==> src/rtl/instr_decode_stage.sv <==
// RV32/RV64 decode stage: combinational field/immediate decode into a 2-entry output/skid buffer.
// Latency 1 cycle into an empty output register; in_ready drops only when the skid entry is occupied.
module instr_decode_stage #(
  parameter  int XLEN    = 32,
  parameter  int PC_W    = 32,
  localparam int SHAMT_W = (XLEN == 64) ? 6 : 5
) (
  input  logic               clk,
  input  logic               rst_n,
  input  logic               flush,
  input  logic               in_valid,
  output logic               in_ready,
  input  logic [31:0]        in_instr,
  input  logic [PC_W-1:0]    in_pc,
  output logic               out_valid,
  input  logic               out_ready,
  output logic [PC_W-1:0]    out_pc,
  output logic [6:0]         opcode,
  output logic [4:0]         rd,
  output logic [2:0]         funct3,
  output logic [4:0]         rs1,
  output logic [4:0]         rs2,
  output logic [6:0]         funct7,
  output logic [SHAMT_W-1:0] shamt,
  output logic [11:0]        csr,
  output logic [XLEN-1:0]    imm,
  output logic [2:0]         fmt,
  output logic               illegal
);

  localparam logic [2:0] FMT_R   = 3'd0;
  localparam logic [2:0] FMT_I   = 3'd1;
  localparam logic [2:0] FMT_S   = 3'd2;
  localparam logic [2:0] FMT_B   = 3'd3;
  localparam logic [2:0] FMT_U   = 3'd4;
  localparam logic [2:0] FMT_J   = 3'd5;
  localparam logic [2:0] FMT_ILL = 3'd7;

  typedef struct packed {
    logic [PC_W-1:0]    pc;
    logic [6:0]         opcode;
    logic [4:0]         rd;
    logic [2:0]         funct3;
    logic [4:0]         rs1;
    logic [4:0]         rs2;
    logic [6:0]         funct7;
    logic [SHAMT_W-1:0] shamt;
    logic [11:0]        csr;
    logic [XLEN-1:0]    imm;
    logic [2:0]         fmt;
    logic               illegal;
  } dec_t;

  dec_t        w_dec;
  logic [2:0]  w_fmt;
  logic [31:0] w_imm32;
  logic [XLEN-1:0] w_imm;

  always_comb begin
    w_fmt = FMT_ILL;
    case (in_instr[6:0])
      7'b0110111, 7'b0010111: w_fmt = FMT_U;
      7'b1101111:             w_fmt = FMT_J;
      7'b1100011:             w_fmt = FMT_B;
      7'b0100011:             w_fmt = FMT_S;
      7'b0110011:             w_fmt = FMT_R;
      7'b0000011, 7'b0010011, 7'b1100111,
      7'b0001111, 7'b1110011: w_fmt = FMT_I;
      // Word-sized ops exist only on RV64
      7'b0011011:             w_fmt = (XLEN == 64) ? FMT_I : FMT_ILL;
      7'b0111011:             w_fmt = (XLEN == 64) ? FMT_R : FMT_ILL;
      default:                w_fmt = FMT_ILL;
    endcase
  end

  always_comb begin
    w_imm32 = 32'd0;
    case (w_fmt)
      FMT_I: w_imm32 = {{20{in_instr[31]}}, in_instr[31:20]};
      FMT_S: w_imm32 = {{20{in_instr[31]}}, in_instr[31:25], in_instr[11:7]};
      FMT_B: w_imm32 = {{20{in_instr[31]}}, in_instr[7], in_instr[30:25], in_instr[11:8], 1'b0};
      FMT_U: w_imm32 = {in_instr[31:12], 12'd0};
      FMT_J: w_imm32 = {{12{in_instr[31]}}, in_instr[19:12], in_instr[20], in_instr[30:21], 1'b0};
      default: w_imm32 = 32'd0;
    endcase
  end

  // Every immediate is 32-bit sign-extended first, then widened for RV64
  if (XLEN == 64) begin : g_imm64
    assign w_imm = {{32{w_imm32[31]}}, w_imm32};
  end else begin : g_imm32
    assign w_imm = w_imm32;
  end

  always_comb begin
    w_dec         = '0;
    w_dec.pc      = in_pc;
    w_dec.opcode  = in_instr[6:0];
    w_dec.rd      = in_instr[11:7];
    w_dec.funct3  = in_instr[14:12];
    w_dec.rs1     = in_instr[19:15];
    w_dec.rs2     = in_instr[24:20];
    w_dec.funct7  = in_instr[31:25];
    w_dec.shamt   = in_instr[20 +: SHAMT_W];
    w_dec.csr     = in_instr[31:20];
    w_dec.imm     = w_imm;
    w_dec.fmt     = w_fmt;
    w_dec.illegal = (w_fmt == FMT_ILL);
  end

  dec_t r_or;
  dec_t r_sr;
  logic r_or_vld;
  logic r_sr_vld;
  logic w_accept;
  logic w_retire;

  assign w_accept = in_valid && !r_sr_vld;
  assign w_retire = r_or_vld && out_ready;

  always_ff @(posedge clk or negedge rst_n) begin
    if (!rst_n) begin
      r_or     <= '0;
      r_sr     <= '0;
      r_or_vld <= 1'b0;
      r_sr_vld <= 1'b0;
    end else if (flush) begin
      r_or_vld <= 1'b0;
      r_sr_vld <= 1'b0;
    end else if (w_retire) begin
      // SR valid implies in_ready was low, so no accept competes with the refill
      if (r_sr_vld) begin
        r_or     <= r_sr;
        r_or_vld <= 1'b1;
        r_sr_vld <= 1'b0;
      end else if (w_accept) begin
        r_or     <= w_dec;
        r_or_vld <= 1'b1;
      end else begin
        r_or_vld <= 1'b0;
      end
    end else if (w_accept) begin
      if (!r_or_vld) begin
        r_or     <= w_dec;
        r_or_vld <= 1'b1;
      end else begin
        r_sr     <= w_dec;
        r_sr_vld <= 1'b1;
      end
    end
  end

  assign in_ready  = !r_sr_vld;
  assign out_valid = r_or_vld;
  assign out_pc    = r_or.pc;
  assign opcode    = r_or.opcode;
  assign rd        = r_or.rd;
  assign funct3    = r_or.funct3;
  assign rs1       = r_or.rs1;
  assign rs2       = r_or.rs2;
  assign funct7    = r_or.funct7;
  assign shamt     = r_or.shamt;
  assign csr       = r_or.csr;
  assign imm       = r_or.imm;
  assign fmt       = r_or.fmt;
  assign illegal   = r_or.illegal;

endmodule

==> config.mk <==
export PLATFORM = sky130hd
export DESIGN_NAME = instr_decode_stage
export DESIGN_NICKNAME = d
export VERILOG_FILES = /design/src/rtl/instr_decode_stage.sv
export SDC_FILE = /design/constraint.sdc
export NUM_CORES = 1
export LEC_CHECK = 0
export BUFFER_PORTS_ARGS = -buffer_cell sky130_fd_sc_hd__buf_2
export CORE_ASPECT_RATIO = 1.75
export CORE_UTILIZATION = 31
export CTS_CLUSTER_SIZE = 25
export DETAILED_ROUTE_END_ITERATION = 6
export PLACE_DENSITY = 0.59
export SKIP_LAST_GASP = 1
export SLEW_MARGIN = 10
export SYNTH_ARGS = -nofsm -noshare
export SYNTH_HDL_FRONTEND = slang
export SYNTH_SLANG_ARGS = --single-unit
export TNS_END_PERCENT = 10
==> constraint.sdc <==
create_clock -name clk -period 3.6 [get_ports clk]
set_input_delay 0.72 -clock clk [delete_from_list [all_inputs] [get_ports clk]]
set_output_delay 0.72 -clock clk [all_outputs]
set_load 0.05 [all_outputs]
==> results of run 1 <==
-- power groups by stage --
| stage | logic, W | registers, W | clock network, W |
|---|---|---|---|
| after floorplan | 0.000701 | 0.00369 | 0 |
| after global placement | 0.00186 | 0.00300 | 0 |
| after detailed placement | 0.00188 | 0.00302 | 0 |
| final | 0.00186 | 0.00298 | 0.00212 |
| after global routing | 0.00201 | 0.00304 | 0.00226 |
| after CTS | 0.00188 | 0.00298 | 0.00218 |
-- sequential cells by signal, indices dropped and copies added (netlist names) --
name	count
r_sr	100
imm	32
out_pc	32
funct7	7
opcode	7
rd	5
rs1	5
rs2	4
fmt	3
funct3	3
csr	1
illegal	1
out_valid	1
r_sr_vld	1
-- worst max-delay path, delay by kind of cell, from the launching register on --
family / cells / cell delay [ps]
AO/OA/AOI/OAI: 2 / 280
flip-flops: 1 / 490
buffers and inverters: 2 / 940
AND/OR/NAND/NOR: 3 / 480
-- Yosys cell counts, types with 6 or more instances --
cell type | instances | share of area [%]
buf_4 | 18 | 1.5
dfrtp_1 | 202 | 57
a31oi_1 | 70 | 4.9
buf_2 | 28 | 1.6
o21ai_0 | 50 | 2.8
or3_1 | 20 | 1.4
a211oi_1 | 16 | 1.3
nand2_1 | 363 | 15
and2_1 | 9 | 0.63
a21oi_1 | 39 | 2.2
clkbuf_1 | 36 | 1.5
nor2_1 | 94 | 3.9
a21oi_2 | 8 | 0.78
nand3_1 | 19 | 1.1
nor3_1 | 6 | 0.34
-- routing by layer --
metal / vias up / track usage, % / routed length [microns]
li1: 3678 / - / -
met1: 3539 / 20.3 / 10100
met2: 186 / 30.5 / 12900
met3: 40 / 3.61 / 1430
met4: 0 / 7.45 / 864
met5: - / 0 / 0
-- cell families after synthesis --
group | after synthesis
AOI/OAI and AO/OA | 199
xor gates and xnor gates | 2
and+or+nand+nor | 533
DFF | 202
muxes | 2
buffers and inverters | 89
-- cell type report --
| class | count | area [sq um] | area share (%) |
|---|---|---|---|
| Inverter | 3 | 11.3 | 0.105 |
| Antenna cell | 2 | 5.00 | 0.0465 |
| Tap cell | 373 | 467 | 4.34 |
| Sequential cell | 202 | 5050 | 47.0 |
| Timing Repair Buffer | 201 | 1090 | 10.1 |
| Multi-Input combinational cell | 736 | 3470 | 32.3 |
| Clock buffer | 29 | 586 | 5.45 |
| Clock inverter | 7 | 68.8 | 0.640 |
-- path summary, 6_finish.rpt --
kind,to,start,slack (ps),cells after the start
max,r_sr[35],r_sr_vld,1260,7
min,out_pc[30],rst_n,280,1
max reg2reg,r_sr[35],r_sr_vld,1260,7
min reg2reg,fmt[2],fmt[2],470,1
max in group asynchronous,r_sr[116],rst_n,2480,2
min in group clk,r_sr[95],in_pc[10],420,3
-- cells in the final DEF, fill, tap and decap left out, drive strengths merged, types with 2 or more instances in the layout --
cell type    n
a22o         2
buf        200
nor2        95
nor2b        2
a211oi      17
nand2b       3
inv          4
a21oi       48
or3         20
a211o        2
diode        2
and3         3
or3b         2
nand4        2
nand2      364
and2         9
o21ai       54
clkbuf      30
clkinv       4
dfrtp      202
a31oi       71
xnor2        2
nand3       19
nor3         8
mux2i        2
a21o         2
-- per-stage QoR --
step                      instances  hold WS, ps  total power (W)  utilization (%)  worst slack [ps]
after floorplan                1027          424          0.00439                -              1550
after global placement         1515          456          0.00486             35.8               975
after detailed placement       1515          462          0.00490             35.8               925
after CTS                      1551          289          0.00704             38.1              1230
after global routing           1552          318          0.00731             38.2              1020
final                          1553          276          0.00695             38.2              1260
==> results.md, run 1 <==
- Outcome: complete, no violations
- Initial cell density of the core: 31.8%
- DR DRC count: 0
- Library cells used by synthesis: 47
- Register area share after synthesis: 56.5%
- Initial antenna violation count: 2
- Path type of the worst setup path: reg2reg
- Unrepaired setup endpoints after global routing: no
- Overall die area: 0.0296 sq mm
- Fraction of registers with async set/reset: between 90% and 100%
- Total via count after detailed routing: 7443
- Worst vdd ir: roughly 0.00027 V
- Clock Pin Slew Worst Setup and Hold Paths: 70 ps
- Kind of start point of the critical path: register
- Via count of the first global-routing pass: 7342
- Largest driver fanout on the critical path: 56
- Post_cts resized: 0
- Upper clock frequency limit: 0.427 GHz
- TritonCTS clock tree: done
- Synth Area per Inst: between 8 and 9 sq um
- Crit-path slowest cell: buf_4
- Share of final-layout standard cells stronger than drive strength 1: 21.6%
- Maximum number of pins on one net before global-route repair: 149
- Leftover overflow at the end of global routing: 0
- Register share of total power: 42.8%
- Final Skew: 13.2 ps
- Finished layout cell area: 0.0108 sq mm
- Flops & latches, synth: 202
- Power Dens Cells: 647 mW/mm^2
- Total GRT Usage: between 10% and 20%
- Syn Nets: roughly 1100
- Prevailing post-synth register cell: dfrtp_1
- Global-route wire length before repair: around 40 mm
- Type of the tightest min-delay check: in2async
- Nature of the critical path endpoint: register
- H-tree level count: 1
- Endpoints failing setup: 0
- Area share of xor/xnor cells in the synthesized design: 0.196%
- Mux contribution to synthesized area: 0.224%
- Total setup buffers inserted after CTS: 0
- Cell area after synthesis: 0.00895 sq mm
- DR iter-0 viols: 403
- First-pass iteration count of the detailed router: 5
- Reported leakage power: 5.09 nW
- Slew Limit Headroom: 24.3%
- Per-cell routed wire length: 16.3 microns
- Delay of the slowest cell on the worst path: between 500 and 600 ps
- Area overhead of the layout relative to synthesis: 20.2%
- Required time worst endpoint: 3990 ps
- Design internal power: approximately 0.0044 W
- Crit path arrival time: 2730 ps
- Hold_buf cts: 0
- Count of port buffers added during placement: 187
- Hold violation total from the final report: 0
- Core area: around 0.028 sq mm
- Combinational share of power: 26.7%
- HPWL after DPL: ~17 mm
- Final wirelength: about 25 mm
- Overall die height: 227 microns
- Post-synth EDFFs: 0
- Number of warnings reported in the yosys synthesis log: 0
- Fill cells: between 2000 and 3000
- Antenna-violating nets left: 0
- Share of total power consumed by net switching: 36.8%
- Cells along the critical path: nand2b_1 -> nor2_1 -> nand2_4 -> buf_4 -> buf_4 -> a211oi_1 -> a21o_1
- Combinational family with the most area after synthesis: simple AND/OR/NAND/NOR gates
- Maximum root-to-sink buffer count: 3
- Minimum clock period after layout: 2340 ps
- Post-route fraction of the period consumed by the critical path: approximately two thirds
- Post-synthesis share of cell area spent on and, or, nand and nor gates: 24.4%
- Number of nets in the finished design: 1234
- Most frequent cell on the critical path: buf_4
- Post-synthesis cell count: 1027
- Detail-routed via count per cell: between 4 and 5
- Row cnt: 81
- Clock power frac: between 30% and 40%
- Worst Tran Pin Value: 1130 ps
- Max Cap Viol: 0
- Standard cell area after detailed placement: between 0.01 and 0.015 sq mm
- Adder-cell share of the synthesized area: 0%
- Insertion delay to the later sink of the worst-skew pair: 500 ps
- Switching power: 0.00256 W
- Fin Setup TNS: 0 ps
- Number of buffers inserted during clock tree synthesis: 21
- Master cell of the clock root buffer: clkbuf_16
- Fraction of the mapped netlist area in compound gates: 13.6%
- Max Slew Vio Count: 0
- Final Wtd Congestion: 0.806
- Count of clock tree sinks: 202
- IO Pins: 188
- Die Wd: 130 microns
Power figures use the tool's default switching activity.
==> inputs of run 2 (changes only) <==
==> constraint.sdc (replaced) <==
create_clock -name clk -period 2.25 [get_ports clk]
set_input_delay 0.45 -clock clk [delete_from_list [all_inputs] [get_ports clk]]
set_output_delay 0.45 -clock clk [all_outputs]
set_load 0.05 [all_outputs]
==> results.md, run 2 (synthesized netlist as in run 1, its figures left out) <==
- Outcome: complete, no violations
- Initial antenna violation count: 2 (unchanged)
- Unrepaired setup endpoints after global routing: no
- H-tree level count: 1 (unchanged)
- Initial cell density of the core: 31.8% (unchanged)
- Reported leakage power: 5.24 nW (+2.9%)
- Maximum number of pins on one net before global-route repair: 90 (-40%)
- Global-route wire length before repair: 40.5 mm (+1.8%)
- Required time worst endpoint: 2680 ps (-1310 ps)
- Crit-path slowest cell: dfrtp_1
- Max Slew Vio Count: 0 (unchanged)
- Total setup buffers inserted after CTS: 0 (unchanged)
- Leftover overflow at the end of global routing: 0 (unchanged)
- Register bank with the most flops: r_sr
- Minimum clock period after layout: 2020 ps (-322 ps)
- Cells along the critical path: nand2b_1 -> nor2_1 -> and2_4 -> nand3_1 -> nand3_1
- Upper clock frequency limit: 0.495 GHz (+16%)
- Kind of start point of the critical path: register
- Nature of the critical path endpoint: register
- Max Cap Viol: 0 (unchanged)
- Max FFs per register: 100 (unchanged)
- Endpoints failing setup: 0 (unchanged)
- Most common library cell in the layout ignoring fill and taps: nand2_1
- Delay of the slowest cell on the worst path: 460 ps (-120 ps)
- HPWL after DPL: 17.5 mm (+4.2%)
- Commonest cells after routing, fill and taps aside: nand2_1, dfrtp_1, buf_2
- Cell Count, Final, Fillers Out: 1572 (+1.2%)
- Total GRT Usage: 17.8% (+0.36 points)
- IO Pins: 188 (unchanged)
- Fill cells: 2966 (+0.067%)
- Maximum root-to-sink buffer count: 3 (unchanged)
- Final Skew: 6.79 ps (-6.38 ps)
- Via count of the first global-routing pass: 7298 (-0.60%)
- DR iter-0 viols: 476 (+18%)
- Overall die height: 227 microns (unchanged)
- Clock Pin Slew Worst Setup and Hold Paths: 60 ps (about the same)
- Most frequent cell on the critical path: nand3_1
- Final core area utilization: 39.1% (+0.92 points)
- Cell count of the worst hold path: 3
- Largest driver fanout on the critical path: 23 (-59%)
- Area overhead of the layout relative to synthesis: 23.1%
- Post-route fraction of the period consumed by the critical path: 89.7% (+25 points)
- Slew Limit Headroom: 54.4% (+30 points)
- Count of port buffers added during placement: 187 (unchanged)
- Power Dens Cells: 1020 mW/mm^2 (+58%)
- Insertion delay to the later sink of the worst-skew pair: 500 ps (about the same)
- Type of the tightest min-delay check: in2reg
- Number of cells after detailed placement: 1536 (+1.4%)
- Worst reg2reg path depth: 5 (-2)
- Hold violation total from the final report: 0 (unchanged)
- TritonCTS clock tree: done
- Least setup slack across all paths after layout: 232 ps (-1030 ps)
- Total via count after detailed routing: 7575 (+1.8%)
- Number of nets in the finished design: 1255 (+1.7%)
- Master cell of the clock root buffer: clkbuf_16
- Number of buffers inserted during clock tree synthesis: 20 (-4.8%)
- DR DRC count: 0 (unchanged)
- Share of final-layout standard cells stronger than drive strength 1: 23.2% (+1.6 points)
- Final wirelength: 26.0 mm (+2.7%)
- Final Wtd Congestion: 0.801 (-0.68%)
- First-pass iteration count of the detailed router: 5 (unchanged)
- Path type of the worst setup path: reg2reg
- Worst setup slack after placement: -31.5 ps (-956 ps)
- Core area: 0.0282 sq mm (unchanged)
- Fin Setup TNS: 0 ps (unchanged)
- Antenna-violating nets left: 0 (unchanged)
- Worst Tran Pin Value: 683 ps (-448 ps)
- Detail-routed via count per cell: 4.82 (+0.54%)
- Count of clock tree sinks: 202 (unchanged)
- Per-cell routed wire length: 16.5 microns (+1.4%)
- Die Wd: 130 microns (unchanged)
- Crit path arrival time: 2440 ps (-290 ps)
- Overall die area: 0.0296 sq mm (unchanged)
- Row cnt: 81 (unchanged)
- Worst vdd ir: 0.000552 V (+110%)
## run 2: cell types whose count changed in the layout (fill, tap and decap cells not counted), sizes merged
cell | previous run | this run
buf | 200 | 221
clkbuf | 30 | 31
clkinv | 4 | 3
clkinvlp | 1 | 0
diode | 2 | 1
dlygate4sd3 | 0 | 1
inv | 4 | 3
## run 2: final cells by class
cell class                      count  area [sq um]  share of cell area (%)
Tap cell                          373           467                    4.24
Timing Repair Buffer              223          1330                    12.1
Antenna cell                        1          2.50                  0.0227
Multi-Input combinational cell    736          3480                    31.6
Clock buffer                       30           619                    5.62
Sequential cell                   202          5050                    45.9
Clock inverter                      4          45.0                   0.409
Inverter                            3          11.3                   0.102
## run 2: final timing paths
| check | from | endpoint | slack, ps |
|---|---|---|---|
| setup / recovery | r_sr_vld | r_sr[16] | 230 |
| hold / removal | in_pc[7] | r_sr[92] | 150 |
| setup reg to reg | r_sr_vld | r_sr[16] | 230 |
| hold reg to reg | r_sr[111] | r_sr[111] | 470 |
| max in group asynchronous | rst_n | rd[0] | 1080 |
| min in group asynchronous | rst_n | r_sr[77] | 470 |
## run 2: timing repair
action,CTS,global route
endpoints found under the setup margin,1,17
resized for setup,1,2
hold buffers,1,0
endpoints found under the hold margin,45,0
## run 2: where the power goes
part | internal (W) | switching (W) | leakage (nW)
sequential | 0.00437 | 0.000406 | 2.45
combinational | 0.000753 | 0.00226 | 2.46
clock | 0.00201 | 0.00142 | 0.331
## run 2: routing by layer
| layer | GRT usage, % | up-vias | part of all wire (%) |
|---|---|---|---|
| met3 | 2.27 | 40 | 3.6 |
| met5 | 0 | - | 0.039 |
| met2 | 30.8 | 169 | 52 |
| met4 | 7.04 | 2 | 2.9 |
| li1 | - | 3714 | - |
| met1 | 22.1 | 3650 | 42 |
## run 2: worst max-delay path: cells and delay by family, from the launching register on
family,cells,cell delay (ps)
DFF,1,460
and+or+nand+nor,5,1470
## run 2: metrics by stage
stage          power, W  instance area, sq um  hold WS (ps)
2_1_floorplan   0.00703                  8950           154
3_3_place_gp    0.00782                 10300           438
3_5_place_dp    0.00789                 10300           446
4_1_cts          0.0114                 11000           128
5_1_grt          0.0118                 11000           150
6_report         0.0112                 11000           153
